[src/rtl/input_controller_pkg.sv]
// Shared button codes, button bit positions and poll FSM states for the
// pad input controller and the grid controller that consumes its codes.
package input_controller_pkg;

  typedef enum logic [2:0] {
    ST_IDLE   = 3'd0,
    ST_LATCH  = 3'd1,
    ST_CLK_HI = 3'd2,
    ST_CLK_LO = 3'd3,
    ST_DONE   = 3'd4
  } state_e;

  localparam logic [3:0] BTN_AIR    = 4'b0000;
  localparam logic [3:0] BTN_A      = 4'b0001;
  localparam logic [3:0] BTN_B      = 4'b0010;
  localparam logic [3:0] BTN_SELECT = 4'b0011;
  localparam logic [3:0] BTN_START  = 4'b0100;
  localparam logic [3:0] BTN_UP     = 4'b0101;
  localparam logic [3:0] BTN_DOWN   = 4'b0110;
  localparam logic [3:0] BTN_LEFT   = 4'b0111;
  localparam logic [3:0] BTN_RIGHT  = 4'b1000;

  localparam int BIT_A      = 0;
  localparam int BIT_B      = 1;
  localparam int BIT_SELECT = 2;
  localparam int BIT_START  = 3;
  localparam int BIT_UP     = 4;
  localparam int BIT_DOWN   = 5;
  localparam int BIT_LEFT   = 6;
  localparam int BIT_RIGHT  = 7;

endpackage

[src/rtl/input_controller_button_encoder.sv]
// Combinational priority encoder from the pressed-button byte to the
// 4-bit code understood by the grid controller.
module input_controller_button_encoder
  import input_controller_pkg::*;
(
  input  logic [7:0] buttons,
  output logic [3:0] code
);

  // Start outranks movement; Left deliberately wins over Right.
  always_comb begin
    code = BTN_AIR;
    if (buttons[BIT_START])       code = BTN_START;
    else if (buttons[BIT_LEFT])   code = BTN_LEFT;
    else if (buttons[BIT_RIGHT])  code = BTN_RIGHT;
    else if (buttons[BIT_DOWN])   code = BTN_DOWN;
    else if (buttons[BIT_UP])     code = BTN_UP;
    else if (buttons[BIT_A])      code = BTN_A;
    else if (buttons[BIT_B])      code = BTN_B;
    else if (buttons[BIT_SELECT]) code = BTN_SELECT;
  end

endmodule

[src/rtl/input_controller.sv]
// NES pad poller: periodically latches and shifts in the 8 buttons,
// debounces over two identical frames and publishes an encoded button code.
module input_controller
  import input_controller_pkg::*;
#(
  parameter int CLK_DIV       = 300,
  parameter int POLL_INTERVAL = 833333
) (
  input  logic       clk,
  input  logic       reset,
  input  logic       nes_data,
  output logic       nes_latch,
  output logic       nes_clk,
  output logic [7:0] buttons,
  output logic [3:0] controller_out,
  output logic       frame_done
);

  localparam int POLL_W  = (POLL_INTERVAL > 1) ? $clog2(POLL_INTERVAL) : 1;
  localparam int PHASE_W = (2 * CLK_DIV > 1) ? $clog2(2 * CLK_DIV) : 1;

  localparam logic [POLL_W-1:0]  POLL_LAST  = POLL_W'(POLL_INTERVAL - 1);
  localparam logic [PHASE_W-1:0] LATCH_LAST = PHASE_W'(2 * CLK_DIV - 1);
  localparam logic [PHASE_W-1:0] HALF_LAST  = PHASE_W'(CLK_DIV - 1);

  state_e             state_q, state_d;
  logic [POLL_W-1:0]  poll_q, poll_d;
  logic [PHASE_W-1:0] phase_q, phase_d;
  logic [2:0]         index_q, index_d;
  logic [7:0]         shift_q, shift_d;
  logic [7:0]         prev_q, prev_d;
  logic [7:0]         buttons_q, buttons_d;
  logic [3:0]         code_q, code_d;
  logic               nes_latch_q, nes_latch_d;
  logic               nes_clk_q, nes_clk_d;
  logic               frame_done_q, frame_done_d;
  logic [3:0]         enc_code;

  input_controller_button_encoder u_encoder (
    .buttons (shift_q),
    .code    (enc_code)
  );

  // The poll counter never stops, so frame starts stay on a fixed grid.
  always_comb begin
    state_d   = state_q;
    poll_d    = (poll_q == POLL_LAST) ? '0 : poll_q + 1'b1;
    phase_d   = phase_q;
    index_d   = index_q;
    shift_d   = shift_q;
    prev_d    = prev_q;
    buttons_d = buttons_q;
    code_d    = code_q;

    case (state_q)
      ST_IDLE: begin
        if (poll_q == POLL_LAST) begin
          state_d = ST_LATCH;
          phase_d = '0;
        end
      end
      ST_LATCH: begin
        if (phase_q == LATCH_LAST) begin
          shift_d[0] = ~nes_data;
          index_d    = 3'd1;
          phase_d    = '0;
          state_d    = ST_CLK_HI;
        end else begin
          phase_d = phase_q + 1'b1;
        end
      end
      ST_CLK_HI: begin
        if (phase_q == HALF_LAST) begin
          phase_d = '0;
          state_d = ST_CLK_LO;
        end else begin
          phase_d = phase_q + 1'b1;
        end
      end
      ST_CLK_LO: begin
        if (phase_q == HALF_LAST) begin
          shift_d[index_q] = ~nes_data;
          phase_d          = '0;
          if (index_q == 3'd7) begin
            state_d = ST_DONE;
          end else begin
            index_d = index_q + 3'd1;
            state_d = ST_CLK_HI;
          end
        end else begin
          phase_d = phase_q + 1'b1;
        end
      end
      ST_DONE: begin
        // Commit only when this frame matches the previous raw frame.
        if (shift_q == prev_q) begin
          buttons_d = shift_q;
          code_d    = enc_code;
        end
        prev_d  = shift_q;
        index_d = 3'd0;
        state_d = ST_IDLE;
      end
      default: state_d = ST_IDLE;
    endcase

    nes_latch_d  = (state_d == ST_LATCH);
    nes_clk_d    = (state_d == ST_CLK_HI);
    frame_done_d = (state_d == ST_DONE);
  end

  always_ff @(posedge clk) begin
    if (!reset) begin
      state_q      <= ST_IDLE;
      poll_q       <= '0;
      phase_q      <= '0;
      index_q      <= '0;
      shift_q      <= '0;
      prev_q       <= '0;
      buttons_q    <= '0;
      code_q       <= BTN_AIR;
      nes_latch_q  <= 1'b0;
      nes_clk_q    <= 1'b0;
      frame_done_q <= 1'b0;
    end else begin
      state_q      <= state_d;
      poll_q       <= poll_d;
      phase_q      <= phase_d;
      index_q      <= index_d;
      shift_q      <= shift_d;
      prev_q       <= prev_d;
      buttons_q    <= buttons_d;
      code_q       <= code_d;
      nes_latch_q  <= nes_latch_d;
      nes_clk_q    <= nes_clk_d;
      frame_done_q <= frame_done_d;
    end
  end

  assign nes_latch      = nes_latch_q;
  assign nes_clk        = nes_clk_q;
  assign buttons        = buttons_q;
  assign controller_out = code_q;
  assign frame_done     = frame_done_q;

endmodule

[config.mk]
export PLATFORM = sky130hd
export DESIGN_NAME = input_controller
export DESIGN_NICKNAME = d
export VERILOG_FILES = /design/src/rtl/input_controller_pkg.sv /design/src/rtl/input_controller_button_encoder.sv /design/src/rtl/input_controller.sv
export SDC_FILE = /design/constraint.sdc
export NUM_CORES = 1
export LEC_CHECK = 0
export BUFFER_PORTS_ARGS = -buffer_cell sky130_fd_sc_hd__buf_2
export CORE_UTILIZATION = 45
export DETAILED_ROUTE_END_ITERATION = 6
export PLACE_DENSITY_LB_ADDON = 0.1
export SLEW_MARGIN = 10
export SYNTH_ARGS = -nofsm -noshare
export SYNTH_HDL_FRONTEND = slang
export SYNTH_HIERARCHICAL = 1
export SYNTH_SLANG_ARGS = --single-unit
[constraint.sdc]
create_clock -name clk -period 3.45 [get_ports clk]
set_clock_uncertainty 0.05 [all_clocks]
set_input_delay 0.5175 -clock clk [delete_from_list [all_inputs] [get_ports clk]]
set_output_delay 0.5175 -clock clk [all_outputs]
set_load 0.1 [all_outputs]
# Word-level counts from Yosys, hierarchy flattened
# Cells that the tools add are included.
dict set report word_totals {
  reg_bits 67
  inputBits 3
  out_inout_bits 15
  wordCells 75
}
dict set report classes {
  addsub 3
  order_cmp 2
  n_eq_ne 16
  muxes 28
  bitwise 2
  reduce_logical 12
}
# op n
set ops {}
lappend ops {{2-to-1 mux 10 bit} 3}
lappend ops {{case mux 10 bit (3 select lines)} 1}
lappend ops {{2-to-1 mux 3 bit} 8}
lappend ops {{2-to-1 mux 4 bit} 6}
lappend ops {{adder 20 x 1 -> 20 bit (second input constant)} 1}
lappend ops {{== test 20 bit (second input constant)} 1}
lappend ops {{case mux 3 bit (4 select lines)} 1}
lappend ops {{adder 10 x 1 -> 10 bit (second input constant)} 1}
lappend ops {{== test 10 bit (second input constant)} 1}
lappend ops {{== test 10 x 9 -> 1 bit (second input constant)} 1}
lappend ops {{== test 3 x 2 -> 1 bit (second input constant)} 3}
lappend ops {{== test 3 bit (second input constant)} 3}
lappend ops {{case mux 3 bit (3 select lines)} 1}
lappend ops {{bitwise mux 8 bit} 1}
lappend ops {{== test 8 bit} 1}
lappend ops {{!= test 2 bit (second input constant)} 4}
lappend ops {{== test 3 x 1 -> 1 bit (second input constant)} 2}
lappend ops {{AND reduction 2 bit} 3}
lappend ops {{nonzero test 3 bit} 2}
lappend ops {{< comparator 3 x 4 -> 1 bit (second input constant)} 1}
lappend ops {{2-to-1 mux 2 bit} 2}
lappend ops {{AND reduction 4 bit} 1}
lappend ops {{OR reduction 2 bit} 2}
lappend ops {{adder 3 x 1 -> 3 bit (second input constant)} 1}
lappend ops {{other kinds (9)} 12}

# Depth between registers and ports, before layout
dict set report depth {
  depth_word 8
  ltp_mapped 8
  depth_no_buf 7
}

# Cells and area by module
# The synthesis kept the hierarchy.
# mod n_inst cells_each area_per_inst_um2 seq_area_each_um2
set modules_own_cells {}
lappend modules_own_cells {input_controller 1 347 3076.7 1341.3}
lappend modules_own_cells {input_controller_button_encoder 1 12 67.6 0.0}

# Worst setup path after synthesis
# OpenSTA, ideal clock, no wires.
dict set report synth_path {
  path_kind {register -> register}
  startpoint {register poll_q[16]}
  endpoint {register phase_q[2]}
  setup_time_ps 120
  t_arrival_ps 2221
  required_time_ps 3280
  slack_ps 1060
  path_stages_with_launch 7
  path_buffers 1
  synth_period_minus_slack_ps 2390
  path_cell_list {dfxtp_1 -> or4b_1 -> or4_4 -> o211a_1 -> or2_1 -> buf_6 -> a211o_1}
}
dict set report synth_between {
  elab_chain_len 3
}
# element line
set synth_rtl {}
lappend synth_rtl {{from (decl)} input_controller.sv:27} ;# logic [POLL_W-1:0] poll_q, poll_d;
lappend synth_rtl {{from (signal assigned)} input_controller.sv:127} ;# poll_q <= poll_d;
lappend synth_rtl {{== test 20 bit} input_controller.sv:57} ;# if (poll_q == POLL_LAST) begin
lappend synth_rtl {{!= test 2 bit (no source line)} n/a}
lappend synth_rtl {{AND reduction 2 bit (no source line)} n/a}
lappend synth_rtl {{to (signal assigned)} input_controller.sv:128} ;# phase_q <= phase_d;
lappend synth_rtl {{to (decl)} input_controller.sv:28} ;# logic [PHASE_W-1:0] phase_q, phase_d;
# Every way passes these cells.
# A chain may end at the register's enable or synchronous reset.

# Worst setup path in the final report
dict set report layout_path {
  startpoint {register phase_q[5]}
  endpoint {register phase_q[5]}
}
dict set report layout_between {
  elab_chain_len 3
  word_cells_on_any_way 6
  classes_between {1 x add/sub; 2 x eq/ne; 3 x mux}
}
# element line
set layout_rtl {}
lappend layout_rtl {{adder 10 x 1 -> 10 bit (tied with other cells)} {input_controller.sv:69, input_controller.sv:77, input_controller.sv:91}}
lappend layout_rtl {{2-to-1 mux 10 bit, on equally long branches} {input_controller.sv:73, input_controller.sv:81, input_controller.sv:63}}
lappend layout_rtl {{case mux 10 bit (3 select lines) (*)} input_controller.sv:55} ;# case (state_q)
# Mark *: on every way between the ends. The rest lies on a longest branch, timed or not.

==> flow_metrics.tcl <==
set metrics [dict create \
    syn_inst 359 \
    grt_max_degree 26 \
    num-fill-cells 643 \
    outcome "finished, final reports clean" \
    die_y_um 85.6 \
    dp_hpwl_um 4360 \
    cts_resized 0 \
    cts_buffers 9 \
    io_buffers 17 \
    synthAdderAreaFrac 0.0199 \
    yosysWarnings 6 \
    wirelength_um 6370 \
    cp.required_ns 3.64 \
    clkSinkCount 67 \
    max-clock-path-buffers 2 \
    via_per_inst 5.53 \
    synth_top_area_frac 0.427 \
    setup_viol 0 \
    num_vias 2542 \
    synth-xor-area-share 0.0752 \
    final-hold-violation-count 0 \
    rsz0062_at_grt "false" \
    async_reset_ff_frac 0 \
    cts_setup_buffers 0 \
    ys_types 56 \
    place_congestion 0.788 \
    yosys-top-cells-area "dfxtp_1 43%, xor2_1 6.1%, nor2_1 5.4%" \
    h-tree-depth 3 \
    min_period_ns 2.52 \
    slew_headroom 0.462 \
    slowest_stage "a32oi_1" \
    synth_ff_type "dfxtp_1" \
    dp.cells 444 \
    synth.most_common_cell "dfxtp_1" \
    finalSetupTns_ns 0 \
    areaGrowthSynthToFinish_pct 12.6 \
    synth_mux_area_frac 0.0414 \
    post-route-period-util 0.731 \
    finalNonFillerCells 460 \
    ios 18 \
    holdBufCountCts 0 \
    path_class "flop to flop" \
    chipWidth_um 85.6 \
    cts_tree "yes" \
    crit_family "simple AND/OR/NAND/NOR gates" \
    rows 30 \
    end_kind "flop" \
    hp-class "input pin to flop" \
    critical_path_arrival_ns 2.71 \
    critPathLaunchType "flop" \
    ir_worst_vdd_mv 0.285 \
    slew_viol_final 0 \
    ys_ff_latch 67 \
    overflow 0 \
    synth_top_family_by_area "simple AND/OR/NAND/NOR gates" \
    firstDrtPassIters 4 \
    path_clk_slew_ns 0.08 \
    core_area_sq_um 6760 \
    avgRoutedWirePerCell_um 13.9 \
    yosysTopAreaCell "dfxtp_1" \
    synth_compound_area_frac 0.140 \
    multi_input_area_sq_um 1700 \
    yosys.area_share.simple 0.263 \
    dieArea_sq_um 7330 \
    num_antenna_cells 0 \
    crit_buf_inv 0 \
    layout.area.seq_sq_um 1340 \
    drive_gt1_frac 0.132 \
    drcViolationCount 0 \
    worst_pin_slew_ns 0.800 \
    netlist_area_sq_um 3140 \
    track_usage 0.190 \
    crit_path_cell_trace "or3b_2 > or3_1 > a32oi_1 > nor3_1 > a211o_1" \
    grt_pass1_vias 2246 \
    drt_iter0_drc 159 \
    nets 383 \
    antenna_found_initial 0 \
    slowest_delay_ns 0.62 \
    clock-root-buffer "clkbuf_8" \
    p_total_w 0.00169 \
    synth_common_cells "67 x dfxtp_1, 45 x nor2_1, 34 x nand2_1" \
    avgSynthCellArea_sq_um 8.76 \
    cp_max_fo 8 \
    fmax_mhz 396 \
    clk_latency_ns 0.35 \
    syn_nets 367 \
    ant_nets 0 \
    p_per_area_nw_per_um2 476 \
    grt_pass1_wl_um 10900 \
    initial_utilization 0.465 \
    synth_edf_count 0 \
    max_cap_violations 0 \
    p_leak_nw 1.46 \
    ys_seq_area_frac 0.427 \
]
metal layers:
layer / track usage / wire length, um / vias to the layer above
met5: 0 / 0 / -
met4: 0.0773 / 87 / 0
met3: 0.0510 / 206 / 6
met2: 0.295 / 2850 / 36
met1: 0.251 / 3230 / 1188
li1: - / - / 1312
layout make-up:
cell class,count,share of cell area
Inverter,10,0.0106
Tap cell,80,0.0283
Multi-Input combinational cell,269,0.480
Clock inverter,7,0.0413
Timing Repair Buffer,18,0.0261
Sequential cell,67,0.379
Clock buffer,9,0.0350
metrics by stage:
stage,utilization,setup WS (ns),hold slack [ns],cell area [sq um]
floorplan,-,1.06,0.391,3140
global placement,0.484,0.996,0.404,3270
detailed placement,0.484,0.948,0.411,3270
CTS,0.524,0.937,0.369,3540
global route,0.524,0.756,0.378,3540
finish,0.524,0.928,0.375,3540
cell families (layout without fill, tap and decap cells):
group / count (synthesis) / in the layout
AOI/OAI and AO/OA: 63 / 63
xor gates and xnor gates: 27 / 27
adders and majority gates: 5 / 5
buffers and inverters: 23 / 44
DFF: 67 / 67
muxes: 13 / 13
and+or+nand+nor: 161 / 161
where the power goes:
part	leakage [nW]	internal [W]	switching (W)
clock	0.134	0.000559	0.000320
combinational	0.782	0.00000778	0.0000202
sequential	0.540	0.000776	0.00000335
total	1.46	0.00134	0.000343
final timing paths:
check | end | depth (start not counted) | slack [ns] | startpoint
max | phase_q[5]$_SDFFE_PN0P_ | 5 | 0.93 | phase_q[5]$_SDFFE_PN0P_
min | shift_q[0]$_SDFFE_PN0P_ | 2 | 0.38 | nes_data
max reg2reg | phase_q[5]$_SDFFE_PN0P_ | 5 | 0.93 | phase_q[5]$_SDFFE_PN0P_
min reg2reg | prev_q[2]$_SDFFE_PN0P_ | 2 | 0.42 | prev_q[2]$_SDFFE_PN0P_
cell usage in the layout (no fill, tap or decap), drive strengths merged, types with 5 or more instances in the layout:
cell type / count
o21ai: 13
inv: 12
nand2b: 7
a211o: 5
nor2: 45
nor3: 10
or3: 5
and3: 6
nand4: 5
nand2: 34
clkbuf: 9
xnor2: 5
dfxtp: 67
nor4: 6
a21oi: 17
xor2: 22
mux2i: 13
buf: 18
ha: 5
and2: 5
nand3: 13
sequential cells by signal (all words and copies together) (netlist names):
register,count
nes_latch,1
poll_q,20
buttons,8
shift_q,8
state_q,3
index_q,3
nes_clk,1
frame_done,1
phase_q,10
controller_out,4
prev_q,8
(Power assumes the default switching activity.)
